File: src/rtl/note_sequencer_if.sv
// Command handshake, pitch-table and audio signals of the note sequencer.
// master = melody source / pitch table side, slave = the sequencer.
interface note_sequencer_if;
  logic       note_valid;
  logic       note_ready;
  logic [3:0] note_code;
  logic       note_high;
  logic [3:0] note_len;
  logic [3:0] db_addr;
  logic       db_high;
  logic [7:0] db_entry;
  logic       tone_out;
  logic       busy;
  logic       note_done;

  modport master (
    output note_valid, note_code, note_high, note_len, db_entry,
    input  note_ready, db_addr, db_high, tone_out, busy, note_done
  );

  modport slave (
    input  note_valid, note_code, note_high, note_len, db_entry,
    output note_ready, db_addr, db_high, tone_out, busy, note_done
  );
endinterface

File: src/rtl/note_sequencer.sv
// Note-playback controller: looks up a half-period in the pitch table and plays a square wave
// for (note_len+1) beats. Define NOTE_GAP_EN to append GAP_TICKS silent cycles to every note.
module note_sequencer #(
  parameter int unsigned PRESCALE   = 16,
  parameter int unsigned BEAT_TICKS = 4096,
  parameter int unsigned GAP_TICKS  = 256
) (
  input logic             clk,
  input logic             rst,
  note_sequencer_if.slave bus
);

  localparam int unsigned PresW = (PRESCALE > 1) ? $clog2(PRESCALE) : 1;
  localparam int unsigned BeatW = (BEAT_TICKS > 1) ? $clog2(BEAT_TICKS) : 1;
  localparam logic [PresW-1:0] PresMax = PresW'(PRESCALE - 1);
  localparam logic [BeatW-1:0] BeatMax = BeatW'(BEAT_TICKS - 1);

`ifdef NOTE_GAP_EN
  localparam int unsigned GapW = (GAP_TICKS > 1) ? $clog2(GAP_TICKS) : 1;
  localparam logic [GapW-1:0] GapMax = GapW'(GAP_TICKS - 1);

  typedef enum logic [1:0] {StIdle, StLoad, StPlay, StGap} state_e;
`else
  typedef enum logic [1:0] {StIdle, StLoad, StPlay} state_e;
`endif

  state_e           state_q, state_d;
  logic             tone_q, tone_d;
  logic             done_q, done_d;
  logic [3:0]       addr_q, addr_d;
  logic             high_q, high_d;
  logic [7:0]       half_q, half_d;
  logic             rest_q, rest_d;
  logic [PresW-1:0] presc_q, presc_d;
  logic [7:0]       div_q, div_d;
  logic [BeatW-1:0] beat_q, beat_d;
  logic [3:0]       beats_q, beats_d;
`ifdef NOTE_GAP_EN
  logic [GapW-1:0]  gap_q, gap_d;
`endif

  always_ff @(posedge clk) begin
    if (rst) begin
      state_q <= StIdle;
      tone_q  <= 1'b0;
      done_q  <= 1'b0;
      addr_q  <= 4'd0;
      high_q  <= 1'b0;
      half_q  <= 8'd0;
      rest_q  <= 1'b0;
      presc_q <= '0;
      div_q   <= 8'd0;
      beat_q  <= '0;
      beats_q <= 4'd0;
`ifdef NOTE_GAP_EN
      gap_q   <= '0;
`endif
    end else begin
      state_q <= state_d;
      tone_q  <= tone_d;
      done_q  <= done_d;
      addr_q  <= addr_d;
      high_q  <= high_d;
      half_q  <= half_d;
      rest_q  <= rest_d;
      presc_q <= presc_d;
      div_q   <= div_d;
      beat_q  <= beat_d;
      beats_q <= beats_d;
`ifdef NOTE_GAP_EN
      gap_q   <= gap_d;
`endif
    end
  end

  always_comb begin
    state_d = state_q;
    tone_d  = tone_q;
    done_d  = 1'b0;
    addr_d  = addr_q;
    high_d  = high_q;
    half_d  = half_q;
    rest_d  = rest_q;
    presc_d = presc_q;
    div_d   = div_q;
    beat_d  = beat_q;
    beats_d = beats_q;
`ifdef NOTE_GAP_EN
    gap_d   = gap_q;
`endif

    unique case (state_q)
      StIdle: begin
        if (bus.note_valid) begin
          // Codes 14 and 15 share the rest entry at address 13.
          addr_d  = (bus.note_code >= 4'd13) ? 4'd13 : bus.note_code;
          high_d  = bus.note_high;
          beats_d = bus.note_len;
          state_d = StLoad;
        end
      end

      StLoad: begin
        half_d  = bus.db_entry;
        rest_d  = (bus.db_entry == 8'd0);
        presc_d = '0;
        div_d   = 8'd0;
        beat_d  = '0;
        tone_d  = 1'b0;
        state_d = StPlay;
      end

      StPlay: begin
        if (presc_q == PresMax) begin
          presc_d = '0;
          if (div_q == half_q - 8'd1) begin
            div_d  = 8'd0;
            tone_d = rest_q ? 1'b0 : ~tone_q;
          end else begin
            div_d = div_q + 8'd1;
          end
        end else begin
          presc_d = presc_q + PresW'(1);
        end

        if (beat_q == BeatMax) begin
          beat_d = '0;
          if (beats_q == 4'd0) begin
            // Note end overrides a toggle landing on the same edge.
            tone_d = 1'b0;
`ifdef NOTE_GAP_EN
            gap_d   = '0;
            state_d = StGap;
`else
            done_d  = 1'b1;
            state_d = StIdle;
`endif
          end else begin
            beats_d = beats_q - 4'd1;
          end
        end else begin
          beat_d = beat_q + BeatW'(1);
        end
      end

`ifdef NOTE_GAP_EN
      StGap: begin
        tone_d = 1'b0;
        if (gap_q == GapMax) begin
          gap_d   = '0;
          done_d  = 1'b1;
          state_d = StIdle;
        end else begin
          gap_d = gap_q + GapW'(1);
        end
      end
`endif

      default: state_d = StIdle;
    endcase
  end

  assign bus.note_ready = (state_q == StIdle);
  assign bus.busy       = (state_q != StIdle);
  assign bus.tone_out   = tone_q;
  assign bus.note_done  = done_q;
  assign bus.db_addr    = addr_q;
  assign bus.db_high    = high_q;

endmodule
File: src/flat_wrapper.sv
// flat-port wrapper written by rule: the top's interface ports become plain ports
module note_sequencer_flat 
#(
  parameter int unsigned PRESCALE   = 16,
  parameter int unsigned BEAT_TICKS = 4096,
  parameter int unsigned GAP_TICKS  = 256
)
  (clk, rst, bus_note_valid, bus_note_code, bus_note_high, bus_note_len, bus_db_entry, bus_note_ready, bus_db_addr, bus_db_high, bus_tone_out, bus_busy, bus_note_done);
  note_sequencer_if bus_i ();
  input logic clk;
  input logic rst;
  input wire logic [$bits(bus_i.note_valid)-1:0] bus_note_valid;
  input wire logic [$bits(bus_i.note_code)-1:0] bus_note_code;
  input wire logic [$bits(bus_i.note_high)-1:0] bus_note_high;
  input wire logic [$bits(bus_i.note_len)-1:0] bus_note_len;
  input wire logic [$bits(bus_i.db_entry)-1:0] bus_db_entry;
  output wire logic [$bits(bus_i.note_ready)-1:0] bus_note_ready;
  output wire logic [$bits(bus_i.db_addr)-1:0] bus_db_addr;
  output wire logic [$bits(bus_i.db_high)-1:0] bus_db_high;
  output wire logic [$bits(bus_i.tone_out)-1:0] bus_tone_out;
  output wire logic [$bits(bus_i.busy)-1:0] bus_busy;
  output wire logic [$bits(bus_i.note_done)-1:0] bus_note_done;
  assign bus_i.note_valid = bus_note_valid;
  assign bus_i.note_code = bus_note_code;
  assign bus_i.note_high = bus_note_high;
  assign bus_i.note_len = bus_note_len;
  assign bus_i.db_entry = bus_db_entry;
  assign bus_note_ready = bus_i.note_ready;
  assign bus_db_addr = bus_i.db_addr;
  assign bus_db_high = bus_i.db_high;
  assign bus_tone_out = bus_i.tone_out;
  assign bus_busy = bus_i.busy;
  assign bus_note_done = bus_i.note_done;
  note_sequencer #(.PRESCALE(PRESCALE), .BEAT_TICKS(BEAT_TICKS), .GAP_TICKS(GAP_TICKS)) u_core (.clk(clk), .rst(rst), .bus(bus_i));
endmodule
File: config.mk
export PLATFORM = sky130hd
export DESIGN_NAME = note_sequencer_flat
export DESIGN_NICKNAME = d
export VERILOG_FILES = /design/src/rtl/note_sequencer_if.sv /design/src/rtl/note_sequencer.sv /design/src/flat_wrapper.sv
export SDC_FILE = /design/constraint.sdc
export NUM_CORES = 1
export LEC_CHECK = 0
export CAP_MARGIN = 30
export CORE_ASPECT_RATIO = 0.8
export CORE_MARGIN = 5
export CORE_UTILIZATION = 41
export DETAILED_ROUTE_END_ITERATION = 10
export DONT_BUFFER_PORTS = 1
export MAX_ROUTING_LAYER = met4
export SYNTH_ARGS = -nofsm -noshare
export SYNTH_HDL_FRONTEND = slang
export SYNTH_SLANG_ARGS = --single-unit
File: constraint.sdc
create_clock -name clk -period 4.65 [get_ports clk]
set_input_delay 0.93 -clock clk [delete_from_list [all_inputs] [get_ports clk]]
set_output_delay 0.93 -clock clk [all_outputs]
set_load 0.01 [all_outputs]
-- After elaboration in Yosys (flattened, before gate mapping)
Index checks and enable logic that the tools add are counted.
- word-level logic and storage cells: 64
- input port bits: 20
- register bits: 46
- reductions and logical operators: 11
- order comparisons: 1
- mux-type cells: 23
- bitwise gates (word level): 3
- add/sub/neg operators: 5
- eq/ne operators: 10
- operators with widths (cell ; count):
    one-hot mux 12 bit (2 select lines) ; 1
    2-to-1 mux 4 bit ; 5
    2-to-1 mux 8 bit ; 2
    one-hot mux 4 bit (2 select lines) ; 2
    one-hot mux 8 bit (2 select lines) ; 1
    adder 12 x 1 -> 12 bit, second input constant ; 1
    == test 12 bit, second input constant ; 1
    2-to-1 mux 12 bit ; 1
    adder 8 x 1 -> 8 bit, second input constant ; 1
    == test 8 bit ; 1
    zero test 8 bit ; 1
    subtractor 8 x 1 -> 8 bit, second input constant ; 1
    2-to-1 mux 1 bit ; 6
    2-to-1 mux 2 bit ; 3
    != test 2 x 1 -> 1 bit, second input constant ; 3
    one-hot mux 2 bit (3 select lines) ; 1
    nonzero test 2 bit ; 3
    adder 4 x 1 -> 4 bit, second input constant ; 1
    == test 4 bit, second input constant ; 1
    greater-or-equal comparator 4 bit, second input constant ; 1
    zero test 4 bit ; 1
    != test 2 bit, second input constant ; 2
    AND reduction 2 bit ; 2
    AND reduction 4 bit ; 1
    8 further kinds ; 10

-- Depth between registers and ports, before layout
- depth in word-level cells: 7
- depth in mapped cells: 8

-- Least setup slack after synthesis
Ideal clock, no wire load.
- path kind: register to register
- start: register u_core.half_q[0]
- end: register u_core.tone_q, in the netlist u_core.bus.tone_out
- clock period less this slack: 2131 ps
- arrival time: 2036 ps
- setup slack: 2519 ps
- library setup time: 95 ps
- data required time: 4555 ps
- cell stages (with the launch flop): 9
- buffers on the path: 0
- cell sequence: dfxtp_1 -> inv_1 -> ha_1 -> xnor2_1 -> a21o_2 -> o21ai_0 -> or4b_4 -> or3_1 -> o311ai_1
- longest elaborated chain between the ends: 7
- ends and longest elaborated chain (item ; line ; text):
    from (decl) ; note_sequencer.sv:32 ; logic [7:0] half_q, half_d;
    from (signal assigned) ; note_sequencer.sv:64 ; half_q <= half_d;
    subtractor 8 x 1 -> 8 bit * ; note_sequencer.sv:116 ; if (div_q == half_q - 8'd1) begin
    == test 8 bit * ; note_sequencer.sv:116 ;
    2-to-1 mux 1 bit * ; note_sequencer.sv:116 ;
    2-to-1 mux 1 bit * ; note_sequencer.sv:114 ; if (presc_q == PresMax) begin
    2-to-1 mux 1 bit ; note_sequencer.sv:128 ; if (beats_q == 4'd0) begin
    2-to-1 mux 1 bit * ; note_sequencer.sv:126 ; if (beat_q == BeatMax) begin
    one-hot mux 1 bit (2 select lines) * ; note_sequencer.sv:92 ; unique case (state_q)
    to (signal assigned) ; note_sequencer.sv:60 ; tone_q <= tone_d;
    to (decl) ; note_sequencer.sv:28 ; logic tone_q, tone_d;
Every way passes the cells marked *; elsewhere a longest branch is shown, timed or not.
A chain may end at the register's enable or synchronous reset.

-- Final worst setup path
- start: register u_core.state_q[0]
- end: register u_core.div_q[2]
- longest elaborated chain between the ends: 3
- elaborated cells between the ends (all ways): 6
- ends and longest elaborated chain (item ; line ; text):
    from (decl) ; note_sequencer.sv:27 ; state_e state_q, state_d;
    from (signal assigned) ; note_sequencer.sv:44 ; state_q <= StIdle;
    from (signal assigned) ; note_sequencer.sv:59 ; state_q <= state_d;
    == test 2 bit or == test 2 x 1 -> 1 bit (tied branches) ; note_sequencer.sv:92 ;
    != test 2 x 1 -> 1 bit (no line) or nonzero test 2 bit (tied branches) ; -- ;
    AND reduction 2 bit (no line) ; -- ;
    to (signal assigned) ; note_sequencer.sv:67 ; div_q <= div_d;
    to (decl) ; note_sequencer.sv:35 ; logic [7:0] div_q, div_d;
Several ways; a longest one is shown, not always the timed one.

==> run_summary.xml <==
<?xml version="1.0" encoding="UTF-8"?>
<metrics>
  <group name="layout">
    <metric name="diodes" unit="">0</metric>
    <metric name="nNetsFinal" unit="">313</metric>
    <metric name="final-seq-area" unit="um2">921</metric>
    <metric name="multi_input_comb_area" unit="um2">1360</metric>
    <metric name="layout.core_utilization" unit="%">45.7</metric>
    <metric name="n_fill_cell" unit="">545</metric>
    <metric name="syn_to_final_growth" unit="%">5.90</metric>
    <metric name="drive_gt1_share" unit="%">5.59</metric>
  </group>
  <group name="power">
    <metric name="static-leakage-power" unit="nW">0.932</metric>
    <metric name="finalPower" unit="mW">0.863</metric>
    <metric name="pwrdens" unit="nW/um2">340</metric>
    <metric name="ir_worst_vdd" unit="mV">0.223</metric>
  </group>
  <group name="run">
    <metric name="timing.max_cap.violations" unit="">0</metric>
  </group>
  <group name="clock_network">
    <metric name="cts_tree" unit="">done</metric>
    <metric name="cts-hold-fix-buffers" unit="">0</metric>
    <metric name="post_cts_resize_count" unit="">0</metric>
    <metric name="post_cts.repair.setup_buffers" unit="">0</metric>
    <metric name="ctsHtreeMaxLevel" unit="">2</metric>
    <metric name="worst_skew_pair.late_latency" unit="ps">300</metric>
    <metric name="tritoncts.num_buffers" unit="">5</metric>
    <metric name="tritoncts_num_sinks" unit="">46</metric>
    <metric name="cts.root.buffer_cell" unit="">clkbuf_8</metric>
    <metric name="clock_tree.buffer_depth" unit="">2</metric>
    <metric name="clk_pin_slew" unit="ps">80</metric>
  </group>
  <group name="min_path">
    <metric name="hold_class" unit="">reg2reg</metric>
    <metric name="worst_hold_startpoint" unit="">u_core.presc_q[1]$_SDFFE_PP0P_</metric>
  </group>
  <group name="placement">
    <metric name="routabilityCongestion" unit="">0.850</metric>
    <metric name="dp.final_hpwl" unit="mm">3.56</metric>
    <metric name="place.port_buffers" unit="">0</metric>
  </group>
  <group name="yosys">
    <metric name="net_count_after_synthesis" unit="">317</metric>
    <metric name="yosysTopAreaCell" unit="">dfxtp_1</metric>
    <metric name="synth_ff_type" unit="">dfxtp_1</metric>
    <metric name="synth_top_area_share" unit="%">38.5</metric>
    <metric name="syn-mean-instance-area" unit="um2">8.29</metric>
    <metric name="synthArstFlopShare" unit="%">0</metric>
    <metric name="ys_seq_elements" unit="">46</metric>
    <metric name="yosys_warnings" unit="">0</metric>
    <metric name="syn_area" unit="um2">2390</metric>
    <metric name="synth_area_leaders" unit="">dfxtp_1 (38%), nor2_1 (6.4%), ha_1 (4.2%)</metric>
    <metric name="synth_enable_flop_cells" unit="">0</metric>
    <metric name="yosys.cell_types.count" unit="">45</metric>
    <metric name="synth_sequential_area_ratio" unit="%">38.5</metric>
    <metric name="syn-instance-count" unit="">289</metric>
  </group>
  <group name="status">
    <metric name="run_status" unit="">completed</metric>
  </group>
  <group name="floorplan">
    <metric name="die-width" unit="um">95.4</metric>
    <metric name="design.die.area" unit="um2">7480</metric>
    <metric name="floorplan.initialDensity" unit="%">43.1</metric>
    <metric name="die_height" unit="um">78.4</metric>
    <metric name="top_level_ports" unit="">29</metric>
    <metric name="placeableCoreArea" unit="um2">5560</metric>
    <metric name="floorplan.rows" unit="">24</metric>
  </group>
  <group name="global_route">
    <metric name="pin_count_of_the_biggest_net_entering_global_routing" unit="">34</metric>
    <metric name="grt_usage" unit="%">13.6</metric>
    <metric name="first_global_vias" unit="">1667</metric>
    <metric name="grt_overflow" unit="">0</metric>
    <metric name="grt_pass1_wl" unit="mm">7.90</metric>
    <metric name="antenna_violations_before_repair" unit="">0</metric>
  </group>
  <group name="routing">
    <metric name="remaining_drcs" unit="">0</metric>
    <metric name="routed_via_density" unit="">5.30</metric>
    <metric name="firstDrtPassIters" unit="">4</metric>
    <metric name="avgRoutedWirePerCell" unit="um">13.3</metric>
    <metric name="antenna_left" unit="">0</metric>
    <metric name="route.vias.total" unit="">1930</metric>
    <metric name="initialDrtViolationCount" unit="">99</metric>
    <metric name="total_wirelength" unit="mm">4.85</metric>
  </group>
  <group name="setup_path">
    <metric name="crit-reg2reg-launch" unit="">u_core.state_q[0]$_SDFFE_PP0P_</metric>
    <metric name="setup.worst_path.end_class" unit="">flop</metric>
    <metric name="crit_path_start_kind" unit="">flop</metric>
    <metric name="worstPathMaxFanout" unit="">15</metric>
    <metric name="worstPathRequired" unit="ps">4830</metric>
    <metric name="critical_path_arrival" unit="ps">2550</metric>
    <metric name="worstSetupPathType" unit="">reg2reg</metric>
    <metric name="crit_path_start" unit="">u_core.state_q[0]$_SDFFE_PP0P_</metric>
  </group>
  <group name="sta">
    <metric name="timing.final.max_slew_violations" unit="">0</metric>
    <metric name="fin_setup_tns" unit="ps">0</metric>
    <metric name="max_clock_freq" unit="MHz">423</metric>
    <metric name="tightest_slew" unit="ps">776</metric>
    <metric name="setup_violation_total_in_the_final_timing_report" unit="">0</metric>
    <metric name="final.min_clock_period" unit="ps">2370</metric>
    <metric name="clock-skew-final" unit="ps">6.39</metric>
    <metric name="timing.final.crit_share" unit="%">50.9</metric>
    <metric name="report.final.hold_viol_count" unit="">0</metric>
    <metric name="grt_setup_unrepaired" unit="">no</metric>
    <metric name="tightest_slew_margin_relative_to_the_limit" unit="%">48.1</metric>
  </group>
</metrics>
## state kept, by name, indices dropped and copies added, names as in the netlist
register	flops
u_core.beat_q	12
u_core.div_q	8
u_core.half_q	8
u_core.beats_q	4
u_core.bus.db_addr	4
u_core.presc_q	4
u_core.state_q	2
u_core.bus.db_high	1
u_core.bus.note_done	1
u_core.bus.tone_out	1
u_core.rest_q	1
## synth_stat cells, types with 2 or more instances
library cell  instances
dfxtp_1              46
nand2b_1              5
mux2i_1              10
a22oi_1               2
nand3_1              12
clkbuf_1              7
nand3b_1              2
nand2_1              24
o31ai_1               2
inv_1                12
xnor2_1               9
a21oi_1              17
a211oi_1              4
buf_4                 2
and3_1                9
ha_1                  8
xor2_1               11
nor3_1                7
nor4_1               10
nand4_1               7
a31oi_1               3
nor2_1               41
o21ai_0              14
nor3b_1               4
## path summary, 6_finish.rpt
path / to / slack, ps / cells after the start
worst max register to register: u_core.div_q[2]$_SDFFE_PP0P_ / 2280 / 6
worst min-delay path: u_core.presc_q[1]$_SDFFE_PP0P_ / 490 / 2
worst max-delay path: u_core.div_q[2]$_SDFFE_PP0P_ / 2280 / 6
worst min register to register: u_core.presc_q[1]$_SDFFE_PP0P_ / 490 / 2
## through the flow
stage	area (um2)	std cells	worst slack [ps]	hold WS [ps]
after floorplan	2390	289	2520	450
after global placement	2430	356	2360	472
after detailed placement	2430	356	2310	475
after CTS	2540	364	2300	489
after global routing	2540	364	1990	504
final	2540	364	2280	491
## cells in the final DEF, fill, tap and decap left out, types with 10 or more instances in the layout
| cell | n |
|---|---|
| a21oi_1 | 17 |
| nand2_1 | 24 |
| o21ai_0 | 14 |
| xor2_1 | 11 |
| inv_1 | 12 |
| nand3_1 | 12 |
| nor2_1 | 41 |
| dfxtp_1 | 46 |
| mux2i_1 | 10 |
| nor4_1 | 10 |
## cell type report
type	count	share of cell area, %
inverter	12	1.78
tap	78	3.85
multi-input combinational	220	53.7
sequential	46	36.3
clock buffer	6	2.86
clock inverter	2	1.48
## critical path: stages, from the launching register on
cell and delay [ps]:
dfxtp_1 330, inv_1 80, ha_1 440, inv_1 240, nor2_1 660, and4b_2 430
nor4_1 70
## cell families after synthesis
| group | Yosys count | synth area share (%) |
|---|---|---|
| fa+ha+maj | 8 | 4.18 |
| mux | 10 | 4.18 |
| buf+inv | 23 | 4.65 |
| xor+xnor | 20 | 7.31 |
| compound gates | 51 | 13.0 |
| simple gates | 131 | 28.2 |
| flops | 46 | 38.5 |
## where the power goes
| part | switching (mW) | internal (mW) | leakage (nW) |
|---|---|---|---|
| logic | 0.0796 | 0.0579 | 0.507 |
| registers | 0.0185 | 0.410 | 0.373 |
| clock network | 0.137 | 0.160 | 0.0514 |
## layer usage
| layer | GRT usage [%] | part of all wire (%) |
|---|---|---|
| met1 | 20.1 | 55 |
| met4 | 3.69 | 1.0 |
| met5 | - | 0 |
| met3 | 4.02 | 5.4 |
| met2 | 17.6 | 39 |
Note: power is estimated with default switching activity, not from simulation.
